### src/rtl/memory_access_stage_pkg.sv
// Shared types for the RV32I MEM stage: stage bundles, load/store
// Funct3 codes, MEM FSM states and small address-lane helpers.
package Pkg;

    localparam int XLEN = 32;

    localparam logic [2:0] F3_B  = 3'b000;
    localparam logic [2:0] F3_H  = 3'b001;
    localparam logic [2:0] F3_W  = 3'b010;
    localparam logic [2:0] F3_BU = 3'b100;
    localparam logic [2:0] F3_HU = 3'b101;

    typedef enum logic {
        IDLE = 1'b0,
        WAIT = 1'b1
    } mem_state_t;

    typedef struct packed {
        logic            Valid;
        logic [XLEN-1:0] ALUResult;
        logic [XLEN-1:0] WriteData;
        logic [4:0]      rd;
        logic            RegW;
        logic            MemRead;
        logic            MemWrite;
        logic [2:0]      Funct3;
        logic [1:0]      ResultSelect;
        logic [XLEN-1:0] PC4;
    } Execute_Bundle;

    typedef struct packed {
        logic            Valid;
        logic [XLEN-1:0] ALUResult;
        logic [XLEN-1:0] FinalDataMemoryRead;
        logic [XLEN-1:0] PC4;
        logic [4:0]      rd;
        logic            RegW;
        logic [1:0]      ResultSelect;
    } Memory_Bundle;

    // Byte lane actually used: halfwords keep a[1], words start at lane 0
    function automatic logic [1:0] lane_off(
        input logic [2:0] f3,
        input logic [1:0] a
    );
        logic [1:0] r;
        r = a;
        unique case (f3[1:0])
            2'b00:   r = a;
            2'b01:   r = {a[1], 1'b0};
            default: r = 2'b00;
        endcase
        return r;
    endfunction

    // True when the low address bits do not match the access size
    function automatic logic misaligned(
        input logic [2:0] f3,
        input logic [1:0] a
    );
        logic m;
        m = 1'b0;
        unique case (f3[1:0])
            2'b01:   m = a[0];
            2'b10:   m = |a;
            default: m = 1'b0;
        endcase
        return m;
    endfunction

endpackage

### src/rtl/memory_access_stage_load_extend.sv
// Load data aligner: picks the addressed byte/half/word out of the
// memory read word and sign- or zero-extends it to 32 bits.
module load_extend_unit
    import Pkg::*;
(
    input  logic [31:0] rdata,
    input  logic [2:0]  funct3,
    input  logic [1:0]  a,
    output logic [31:0] result
);

    logic [31:0] sh;

    // Shift the addressed lane down to bit 0, then extend by size
    always_comb begin
        sh     = rdata >> {a, 3'b000};
        result = sh;
        unique case (funct3)
            F3_B:    result = {{24{sh[7]}}, sh[7:0]};
            F3_H:    result = {{16{sh[15]}}, sh[15:0]};
            F3_W:    result = sh;
            F3_BU:   result = {24'b0, sh[7:0]};
            F3_HU:   result = {16'b0, sh[15:0]};
            default: result = sh;
        endcase
    end

endmodule

### src/rtl/memory_access_stage.sv
// RV32I MEM stage: data-memory req/ack handshake, store lane steering,
// load extract, registered Memory_Bundle. Option: MEM_MISALIGN_TRAP_EN.
module memory_access_stage
    import Pkg::*;
(
    input  logic          clk,
    input  logic          rst_n,
    input  Execute_Bundle EB,
    output logic          MemStall,
    output logic          DReq,
    output logic          DWE,
    output logic [31:0]   DAddr,
    output logic [31:0]   DWData,
    output logic [3:0]    DByteEn,
    input  logic [31:0]   DRData,
    input  logic          DAck,
    output Memory_Bundle  MB
`ifdef MEM_MISALIGN_TRAP_EN
    ,
    output logic          MisalignErr
`endif
);

    mem_state_t   state_q, state_d;
    logic         hold_we_q, hold_we_d;
    logic [31:0]  hold_addr_q, hold_addr_d;
    logic [31:0]  hold_wdata_q, hold_wdata_d;
    logic [3:0]   hold_be_q, hold_be_d;
    Memory_Bundle mb_q, mb_d;

    logic [1:0]  a;
    logic [1:0]  ae;
    logic        is_mem;
    logic        mis;
    logic        go;
    logic [3:0]  st_be;
    logic [31:0] st_wdata;
    logic [31:0] ld_data;

    assign a      = EB.ALUResult[1:0];
    assign ae     = lane_off(EB.Funct3, a);
    assign is_mem = EB.Valid & (EB.MemRead | EB.MemWrite);

`ifdef MEM_MISALIGN_TRAP_EN
    assign mis = misaligned(EB.Funct3, a);
`else
    assign mis = 1'b0;
`endif

    assign go = is_mem & ~mis;

    load_extend_unit u_lext (
        .rdata  (DRData),
        .funct3 (EB.Funct3),
        .a      (ae),
        .result (ld_data)
    );

    // Store byte enables and lane-replicated write data from EB
    always_comb begin
        st_be    = 4'b1111;
        st_wdata = EB.WriteData;
        if (EB.MemWrite) begin
            unique case (EB.Funct3[1:0])
                2'b00: begin
                    st_be    = 4'b0001 << ae;
                    st_wdata = {4{EB.WriteData[7:0]}};
                end
                2'b01: begin
                    st_be    = 4'b0011 << ae;
                    st_wdata = {2{EB.WriteData[15:0]}};
                end
                default: begin
                    st_be    = 4'b1111;
                    st_wdata = EB.WriteData;
                end
            endcase
        end
    end

    // Handshake FSM: next state, holding registers and port drive
    always_comb begin
        state_d      = state_q;
        hold_we_d    = hold_we_q;
        hold_addr_d  = hold_addr_q;
        hold_wdata_d = hold_wdata_q;
        hold_be_d    = hold_be_q;
        DReq         = 1'b0;
        DWE          = 1'b0;
        DAddr        = 32'b0;
        DWData       = 32'b0;
        DByteEn      = 4'b0;
        unique case (state_q)
            IDLE: begin
                if (go) begin
                    DReq    = 1'b1;
                    DWE     = EB.MemWrite;
                    DAddr   = {EB.ALUResult[31:2], 2'b00};
                    DWData  = st_wdata;
                    DByteEn = st_be;
                    if (!DAck) begin
                        state_d      = WAIT;
                        hold_we_d    = EB.MemWrite;
                        hold_addr_d  = {EB.ALUResult[31:2], 2'b00};
                        hold_wdata_d = st_wdata;
                        hold_be_d    = st_be;
                    end
                end
            end
            WAIT: begin
                DReq    = 1'b1;
                DWE     = hold_we_q;
                DAddr   = hold_addr_q;
                DWData  = hold_wdata_q;
                DByteEn = hold_be_q;
                if (DAck) begin
                    state_d = IDLE;
                end
            end
            default: state_d = IDLE;
        endcase
        // A request in reset is abandoned outright
        if (!rst_n) begin
            DReq    = 1'b0;
            DWE     = 1'b0;
            DAddr   = 32'b0;
            DWData  = 32'b0;
            DByteEn = 4'b0;
        end
    end

    assign MemStall = DReq & ~DAck;

    // Next MB: bubble on stall or invalid input, else the retired op
    always_comb begin
        mb_d = '0;
        if (!MemStall && EB.Valid) begin
            mb_d.Valid        = 1'b1;
            mb_d.ALUResult    = EB.ALUResult;
            mb_d.PC4          = EB.PC4;
            mb_d.rd           = EB.rd;
            mb_d.ResultSelect = EB.ResultSelect;
            mb_d.RegW         = EB.RegW & ~EB.MemWrite;
            if (is_mem && mis) begin
                mb_d.RegW = 1'b0;
            end else if (EB.MemRead && !EB.MemWrite) begin
                mb_d.FinalDataMemoryRead = ld_data;
            end
        end
    end

    // State, holding and pipeline registers
    always_ff @(posedge clk) begin
        if (!rst_n) begin
            state_q      <= IDLE;
            hold_we_q    <= 1'b0;
            hold_addr_q  <= 32'b0;
            hold_wdata_q <= 32'b0;
            hold_be_q    <= 4'b0;
            mb_q         <= '0;
        end else begin
            state_q      <= state_d;
            hold_we_q    <= hold_we_d;
            hold_addr_q  <= hold_addr_d;
            hold_wdata_q <= hold_wdata_d;
            hold_be_q    <= hold_be_d;
            mb_q         <= mb_d;
        end
    end

    assign MB = mb_q;

`ifdef MEM_MISALIGN_TRAP_EN
    logic err_q, err_d;

    assign err_d = is_mem & mis;

    // Trap flag pulses on the same edge that writes the rejected op
    always_ff @(posedge clk) begin
        if (!rst_n) begin
            err_q <= 1'b0;
        end else begin
            err_q <= err_d;
        end
    end

    assign MisalignErr = err_q;
`endif

endmodule

### config.mk
export PLATFORM = sky130hd
export DESIGN_NAME = memory_access_stage
export DESIGN_NICKNAME = d
export VERILOG_FILES = /design/src/rtl/memory_access_stage_pkg.sv /design/src/rtl/memory_access_stage_load_extend.sv /design/src/rtl/memory_access_stage.sv
export SDC_FILE = /design/constraint.sdc
export NUM_CORES = 1
export LEC_CHECK = 0
export CORE_ASPECT_RATIO = 1.1
export CORE_MARGIN = 1.5
export CORE_UTILIZATION = 35
export DETAILED_ROUTE_END_ITERATION = 12
export PLACE_DENSITY = 0.69
export SLEW_MARGIN = 20
export SYNTH_ARGS = -nofsm -noshare
export SYNTH_HDL_FRONTEND = slang
export SYNTH_SLANG_ARGS = --single-unit
### constraint.sdc
create_clock -name clk -period 2.7 [get_ports clk]
set_clock_uncertainty 0.2 [all_clocks]
set_input_delay 0.54 -clock clk [delete_from_list [all_inputs] [get_ports clk]]
set_output_delay 0.54 -clock clk [all_outputs]
set_load 0.02 [all_outputs]
Word-level counts from Yosys, hierarchy flattened
Index checks and enable logic that the tools add are counted.

operators by class
  reduce and logical (&&, ||, !) cells = 9
  multiplexer cells = 26
  equality and inequality tests = 4
  bitwise gates (word level) = 7
  shift operators = 3

operator list
  kind                   count
  $mux W32               6
  $pmux W32 S2           3
  $pmux W32 S4           1
  $mux W105              1
  $shr A32 B5 Y32        1
  $pmux W4 S2            2
  $mux W4                3
  $eq A3 B3 Y1 const B   2
  $mux W1                6
  $pmux W1 S2            3
  $reduce_and A3 Y1      2
  $pmux W2 S2            1
  $shl A1 B2 Y4 const A  1
  $shl A2 B2 Y4 const A  1
  $and A1 B1 Y1          3
  $eq A3 B1 Y1 const B   1
  $logic_not A3 Y1       1
  $not A1 Y1             3
  $eq A2 B1 Y1 const B   1
  $logic_and A1 B1 Y1    2
  $logic_not A1 Y1       2
  $logic_not A2 Y1       1
  $reduce_and A2 Y1      1
  $or A1 B1 Y1           1

word-level totals
  register bits = 173
  input bits = 145
  word-level logic and storage cells = 61

Logic depth before layout (Yosys ltp)
  depth after elaboration = 9
  depth in mapped cells = 7

By module
Synthesis repeated with hierarchy kept, for this count alone.

unflattened totals
  cell total of the unflattened synthesis = 832
  area total of the unflattened synthesis = 7357.1 um2

modules (own cells, without submodules)
  module               instances  sequential area each (um2)  area each (um2)  cells each
  memory_access_stage  1          3463.3                      6662.6           725
  load_extend_unit     1          0.0                         694.4            107

Least setup slack after synthesis
No wires, ideal clock.

  path type = in2out
  start point = in EB[37] (netlist name)
  end point = out DAddr[21]
  cell stages on the path = 6
  required time = 1.960 ns
  setup slack = 0.143 ns
  arrival time = 1.817 ns
  cell sequence = o21ai_1 -> nor2_1 -> clkbuf_1 -> clkbuf_1 -> a22oi_1 -> nor2b_1

between the ends
  word-level cells in the longest chain between the ends = 5

ends and longest elaborated chain
  item                line                        text
  start: declaration  memory_access_stage.sv:8    input Execute_Bundle EB,
  $or A1 B1 Y1        memory_access_stage.sv:42   assign is_mem = EB.Valid & (EB.MemRead | EB.MemWrite);
  $and A1 B1 Y1       memory_access_stage.sv:42
  $mux W32            memory_access_stage.sv:95   if (go) begin
  $pmux W32 S2        memory_access_stage.sv:93   unique case (state_q)
  $mux W32            memory_access_stage.sv:123  if (!rst_n) begin
  end: declaration    memory_access_stage.sv:12   output logic [31:0] DAddr,

No other way between the ends.

Final worst setup path
  start point = in EB[37] (netlist name)
  end point = out DWData[24]

between the ends
  word-level cells in the longest chain between the ends = 5
  elaborated cells on any way between the ends = 6

ends and longest elaborated chain
  item              line                        text
  $or A1 B1 Y1      memory_access_stage.sv:42
  $and A1 B1 Y1     memory_access_stage.sv:42
  $mux W32 (*)      memory_access_stage.sv:95
  $pmux W32 S2 (*)  memory_access_stage.sv:93
  $mux W32 (*)      memory_access_stage.sv:123
  end: declaration  memory_access_stage.sv:13   output logic [31:0] DWData,

Every way passes the cells marked *; elsewhere a longest branch is shown, timed or not.

==> flow_summary.toml <==
[timing]
relSlewSlack_pct = 65.8
finalSetupViolCount = 0
tightest_slew_ns = 0.508
slew_viol_final = 0
post-route-min-period_ns = 2.67
hold_viol = 0
layout_setup_ws_ns = 0.0309
fin_crit_sh_pct = 98.9
fmax_ghz = 0.375

[clock_tree]
htree_num_levels = 4
ctsRootBufferMaster = "clkbuf_16"
clkTransAtPathRegs_ns = 0.07
cts_tree = "built"
cts_made_buffers = 17
cts.sinks = 173
clkLatencyLatePin_ns = 0.42
cts_hold_buf = 0
clk_path_buf_depth = 2

[die]
initial_core_util_pct = 35.6
core_region_area_mm2 = 0.0206
dieHeight_um = 155
chipWidth_um = 141
io_pins = 321
rows = 55
die_area_mm2 = 0.0218

[setup_path]
cp_max_fo = 8
crit_path_start_kind = "input port"
worstPathRequired_ns = 1.96
critical_path_buf_inv_count = 4
critPathSlowestCell = "mux2_4"
cpLargestDelayFamily = "buffers and inverters"
r2r_cells = 6
reg2reg_from = "state_q"
crit_path_frequent_cell = "buf_4"
max_stage_delay_ns = 0.30
crit_chain = "buf_2 -> nor2b_4 -> buf_12 -> buf_4 -> mux2_4 -> a22oi_2 -> nor2b_1 -> buf_4"
arrival_ns = 1.93
startpoint = "EB[37]"
worst-setup-path-type = "in2out"
crit_cells = 8
worstSetupEndpointType = "output port"

[cells_and_area]
fin_area_mm2 = 0.0122
final_cell_mix = "clkdlybuf4s50_1 (233), dfxtp_1 (172), nand2_1 (134), and2_1 (88), buf_4 (71)"
final_common_cell = "clkdlybuf4s50_1"
post-route-util_pct = 59.4
drive_gt1_share_pct = 21.5
fin_nets = 1283
syn2layout_area_growth_pct = 66.7
finalNonFillerCells = 1409

[routing]
wl_per_cell_um = 17.2
via_per_inst = 4.91
route.top_layer_used = "met4"
vias = 6914
initialDrtViolationCount = 383
m1WireLength_mm = 9.48
wl_met3_mm = 1.39
ant_nets = 0
drt_wl_total_mm = 24.3
drtPass1Iterations = 5
drcViolationCount = 0
wl_met2_mm = 12.8

[grt]
grt_pass1_wl_mm = 37.3
grt-ovfl-total = 0
antenna_found_initial = 2
grt_pass1_vias = 6730
globalRouteTotalUtil_pct = 22.2
grt_start_max_net_pins = 72

[status]
status = "finished clean"

[power]
p_leak_nw = 4.89
powerDensity_mw_per_mm2 = 515
peakVddDrop_uv = 456

[placement]
port_buffers = 318
placed_cells = 1364
postPlaceCellArea_mm2 = 0.0114
dp_hpwl_mm = 17.4
pre_cts_ws_ns = -0.722
globalplace.congestion = 0.803

[synth]
synthSimpleGateAreaFrac_pct = 21.9
syn_avg_cell_area_um2 = 9.42
synth_seq_area_share_pct = 47.2
synth_compound_area_share_pct = 19.7
synth_cells = 778
synth_fa_ha_area_share_pct = 0
yosysWarnings = 0
synth_top_family_by_area = "simple AND/OR/NAND/NOR gates"
ys_ff_latch = 173
synthMuxAreaShare_pct = 7.08
synth.distinct_cells = 43
netlist_area_mm2 = 0.00733
synth_xor_area_share_pct = 0

[hold_path]
min_path_cells = 2
hold_path.class = "reg2reg"
min-delay-start = "hold_addr_q[19]"

[run]
max_cap_violations = 0
## per-stage QoR
step	setup TNS, ns	hold WS, ns	total power, mW
floorplan	0	0.235	3.21
global placement	-42.14	0.241	3.85
detailed placement	-45.53	0.246	3.86
finish	0	0.255	6.30
CTS	0	0.256	6.36
global route	-0.0353	0.271	6.55
## state kept, by name, indices dropped and copies added (netlist names)
signal,cells
MB,105
hold_wdata_q,32
hold_addr_q,30
hold_be_q,4
hold_we_q,1
state_q,1
## per-layer routing
| metal | vias to the layer above | GRT usage [%] |
|---|---|---|
| li1 | 3385 | - |
| met1 | 3253 | 24.5 |
| met2 | 247 | 40.9 |
| met3 | 29 | 5.45 |
| met4 | 0 | 8.28 |
| met5 | - | 0 |
## final timing paths
kind                                   endpoint  slack, ns
worst max-delay path                 DWData[24]       0.03
worst min-delay path            hold_addr_q[19]       0.25
worst max register to register          MB[100]       0.88
worst min register to register  hold_addr_q[19]       0.25
## final cells by class
class,count,area [um^2]
Sequential cell,173,3460
Fill cell,1804,8350
Inverter,3,11.3
Tap cell,256,320
Timing Repair Buffer,407,4040
Clock buffer,17,425
Multi-Input combinational cell,536,3780
Antenna cell,2,5.00
Clock inverter,15,169
## tightest hold or removal path, stage by stage (launching register included)
cell and delay (ns):
dfxtp_1 0.31, nand2_1 0.05, a21boi_1 0.05
## cell families after synthesis
logic type      after synthesis
simple gates                312
compound gates              181
flops                       173
buf+inv                      70
mux                          41
other cells                   1
## repair_timing
item | in CTS | in global routing
pin swaps | 4 | 5
gates cloned | 3 | 0
gates resized for setup | 237 | 44
endpoints found under the setup margin | 69 | 58
setup buffers | 7 | 2
## synthesized netlist by cell type (all sizes together)
master | count | area, um^2
clkbuf | 48 | 180
conb | 1 | 3.75
buf | 19 | 108
a22oi | 50 | 375
nor4b | 1 | 8.76
nor2 | 10 | 37.5
nand3 | 1 | 5.00
a31oi | 7 | 43.8
nand2b | 3 | 18.8
and4 | 1 | 8.76
a32o | 5 | 50.1
o21ai | 24 | 120
inv | 3 | 11.3
mux2 | 17 | 191
nor3b | 4 | 30.0
or2 | 1 | 6.26
a211oi | 1 | 7.51
mux4 | 7 | 158
and2b | 4 | 30.0
nand2 | 135 | 514
a22o | 1 | 8.76
nor3 | 4 | 20.0
a32oi | 2 | 17.5
nor2b | 58 | 363
o21a | 1 | 7.51
o22ai | 1 | 6.26
and2 | 88 | 551
a21oi | 5 | 25.0
mux2i | 17 | 170
o211a | 17 | 170
o2bb2ai | 16 | 203
a2111o | 1 | 11.3
a21boi | 49 | 368
a2111oi | 1 | 27.5
or3 | 2 | 12.5
dfxtp | 173 | 3460
## where the power goes
| part | internal, mW | total, mW | switching, mW |
|---|---|---|---|
| Sequential | 2.64 | 2.68 | 0.0384 |
| Combinational | 0.618 | 1.15 | 0.536 |
| Clock | 1.32 | 2.47 | 1.14 |
| Total | 4.58 | 6.30 | 1.72 |
Note: power is estimated with default switching activity, not from simulation.
==> variant 1 (same settings) <==
The option `MEM_MISALIGN_TRAP_EN` is turned on by a define.
--- a/src/rtl/memory_access_stage.sv
+++ b/src/rtl/memory_access_stage.sv
@@ -2,2 +2,4 @@
 // load extract, registered Memory_Bundle. Option: MEM_MISALIGN_TRAP_EN.
+`define MEM_MISALIGN_TRAP_EN
+
 module memory_access_stage
Function (old outputs only; new: MisalignErr): changed (Yosys sat finds a counterexample within 4 cycles, from zero or initial values and one cycle with rst_n low).
==> variant 1 against the original RTL <==
The flow now finishes with violations (setup timing); worst setup slack got worse by 0.27 ns; cell area increased by 5.6%; non-clock buffer count increased by 37; sequential cell count increased by 1; combinational power increased by 25%; synthesized area increased by 0.80%; largest cell class unchanged; highest routed layer unchanged; maximum frequency decreased by 9.2%; sequential share of layout area decreased by 1.4 points; power increased by 4.6%; hold slack improved by 0.0032 ns; wire length increased by 7.9%.
==> variant 1: results (changes against the original RTL) <==
Status
  – Status: complete, but fails checks
  – Failing checks: setup timing

Synthesis
  – Sequential area share after synthesis: 47.13% (-0.10 points)
  – Synth area leaders: dfxtp_1 (47%), and2_1 (6.3%), a22oi_1 (5.8%), nand2_1 (5.2%), nor2_1 (4.9%)
  – Top cells by count, synth: dfxtp_1 (174), nand2_1 (103), nor2_1 (96), and2_1 (74), a22oi_1 (57)
  – Cell count after synthesis: 845 (+8.6%)

Clock tree
  – Setup repair bufs after CTS: 16 (+9)

Global route
  – Antenna violations before repair: 1 (-1)
  – Met1 GRT Util: 28.75% (+4.3 points)
  – First-pass GRT wire length: 39900 um (+7.0%)
  – GR Util All Layers: 23.14% (+0.97 points)

STA
  – Setup TNS: -10.10 ns (-10.10 ns)
  – # setup viols final: 68 (+68)
  – Final hold slack: 0.2578 ns (+0.003163 ns)
  – Final setup margin: -0.2408 ns (-0.2716 ns)

Cells and area
  – Fin nets: 1381 (+7.6%)

Placed design
  – IO buf count: 319 (+0.31%)
  – Placed cell area: 0.01168 sq mm (+2.5%)
  – Placed insts: 1451 (+6.4%)

Routing
  – Met2 routed WL: 13050 um (+1.9%)
  – WL met1: 10930 um (+15%)
  – DRT iter0 DRCs: 451 (+18%)

Worst setup path
  – CP max stage cell: o211a_4
  – Max incr delay on CP: 0.26 ns (-0.04 ns)

Power and ir drop
  – Switching Fraction: 28.96% (+1.7 points)
  – Peak supply drop: 0.4163 mV (-8.6%)

Floorplanning
  – Core area: 0.02064 sq mm (+0.33%)
## variant 1: cell count changes in the layout (fill, tap and decap cells not counted), sizes merged, moves of 29 or more
cell	change
nor2	+87
buf	+79
clkdlybuf4s15	-29
a21oi	+43
a21boi	-42
nor2b	-58
nand2	-30
## variant 1: area by class of cell
cell class	instances	area [sq um]
fillers	1749	7735
repair buffers	444	4494
multi-input cells	587	3983
flip-flops and latches	174	3485
clock buffers	18	439.2
well taps	256	320.3
clock inverters	14	146.4
inverters	8	37.54
diodes	2	5.005
## variant 1: path summary, 6_finish.rpt
check | to | cells past startpoint | start
hold / removal | hold_wdata_q[3]$_SDFFE_PN0P_ | 2 | hold_wdata_q[3]$_SDFFE_PN0P_
setup / recovery | DWData[3] | 12 | EB[35]
hold reg to reg | hold_wdata_q[3]$_SDFFE_PN0P_ | 2 | hold_wdata_q[3]$_SDFFE_PN0P_
setup reg to reg | hold_wdata_q[9]$_SDFFE_PN0P_ | 6 | state_q$_SDFF_PN0_
==> variant 2 (same settings) <==
Without the edit above. `hold_wdata_q` no longer has a reset.
--- a/src/rtl/memory_access_stage.sv
+++ b/src/rtl/memory_access_stage.sv
@@ -157,3 +157,2 @@
             hold_addr_q  <= 32'b0;
-            hold_wdata_q <= 32'b0;
             hold_be_q    <= 4'b0;
@@ -164,3 +163,2 @@
             hold_addr_q  <= hold_addr_d;
-            hold_wdata_q <= hold_wdata_d;
             hold_be_q    <= hold_be_d;
@@ -168,2 +166,6 @@
         end
+    end
+
+    always_ff @(posedge clk) begin
+        hold_wdata_q <= hold_wdata_d;
     end
Function: no difference found for any inputs over 4 cycles, from zero or initial values and one cycle with rst_n low; that may be too few to reach the edited logic, so the function may still have changed.
==> variant 2 against the original RTL <==
Power decreased by 1.1%; sequential share of layout area increased by 4.1 points; worst setup slack got worse by 0.00077 ns; synthesized area decreased by 3.3%; wire length decreased by 6.2%; sequential cell count unchanged; hold slack got worse by 0.0011 ns; cell area decreased by 4.7%; maximum frequency about the same; combinational power decreased by 5%; critical endpoint is now DWData[6]; largest cell class unchanged; highest routed layer unchanged.
==> variant 2: results (changes against the original RTL) <==
Global route
  – Vias in the first global route: 6140 (-8.8%)
  – GR Layer Usage met3: 4.180% (-1.3 points)
  – Antenna violations before repair: 1 (-1)
  – Met1 GRT Util: 26.81% (+2.3 points)
  – First-pass GRT wire length: 35300 um (-5.3%)
  – Pin count of the biggest net entering global routing: 74 (+2.8%)
  – GR Util All Layers: 21.05% (-1.1 points)

Synthesis
  – Post-synth EDFFs: 32 (+32)
  – Cell count after synthesis: 710 (-8.7%)
  – Synth top area share: 39.80% (-7.4 points)
  – Top cells by count, synth: dfxtp_1 (141), nand2_1 (127), nor2b_1 (79), and2_1 (72), a22oi_1 (66)
  – Synth area leaders: dfxtp_1 (40%), edfxtp_1 (14%), a22oi_1 (7.0%), nor2b_1 (7.0%), nand2_1 (6.7%)

Routing
  – WL per Instance: 17.14 um (-0.58%)
  – DR vias: 6430 (-7.0%)
  – Met2 routed WL: 11360 um (-11%)

Cells and area
  – Fin nets: 1209 (-5.8%)
  – Fraction of layout cells with a size suffix above 1: 20.15% (-1.4 points)
  – FILL cells: 1754 (-2.8%)
  – Area occupied by multi-input gates: 0.003131 sq mm (-17%)
  – Fin cells: 1330 (-5.6%)

Worst setup path
  – CP max stage cell: dlygate4sd2_1
  – Worst-path fanout max: 15 (+7)
  – Max incr delay on CP: 0.26 ns (-0.04 ns)
  – Flop-to-flop setup slack: 1.04 ns (+0.16 ns)
  – Worst setup startpoint: EB[109]

Min path
  – Hold_sp: hold_addr_q[29]$_SDFFE_PN0P_
  – Hold Path End: hold_addr_q[29]$_SDFFE_PN0P_

Placed design
  – Placed wire-length estimate: 15680 um (-10%)
  – Gpl congestion: 0.8524 (+6.2%)
  – Pre-CTS setup slack: -0.7224 ns (-0.0002430 ns)
  – Placed cell area: 0.01085 sq mm (-4.8%)

STA
  – Final period util: 98.89% (about the same)
  – Final hold slack: 0.2536 ns (-0.001052 ns)
  – Worst-Margin Slew: 0.6574 ns (+0.1496 ns)

Status
  – Status: complete, no violations

Clock tree
  – PostCTS Resize Cnt: 286 (+21%)

Floorplanning
  – Core area: 0.01986 sq mm (-3.5%)
-- variant 2: cell types whose count changed after synthesis, moves of 15 or more --
cell,before,now
nor2b_1,58,79
and2_1,88,72
edfxtp_1,0,32
o211a_1,17,2
a21oi_1,5,20
dfxtp_1,173,141
a22oi_1,50,66
a21boi_0,31,7
-- variant 2: kinds of logic (layout without fill, tap and decap cells) --
kind of cell           count (synthesis)  in the layout  share of synthesized area, %
AOI/OAI and AO/OA                    150            150                         15.01
and+or+nand+nor                      296            296                         21.94
muxes                                 27             27                         5.345
buffers and inverters                 63            429                         4.304
other                                  1              3                       0.05287
DFF                                  173            173                         53.34
-- variant 2: cell type report --
type	instances	area share, %
flip-flops and latches	173	32.47
clock inverters	15	1.267
multi-input cells	475	26.86
diodes	1	0.02147
clock buffers	17	3.650
inverters	3	0.1396
well taps	252	2.705
repair buffers	394	32.88
-- variant 2: report_power, final --
| group | internal [uW] | switching (uW) |
|---|---|---|
| clock network | 1230 | 1160 |
| logic | 586 | 506 |
| registers | 2720 | 29.8 |
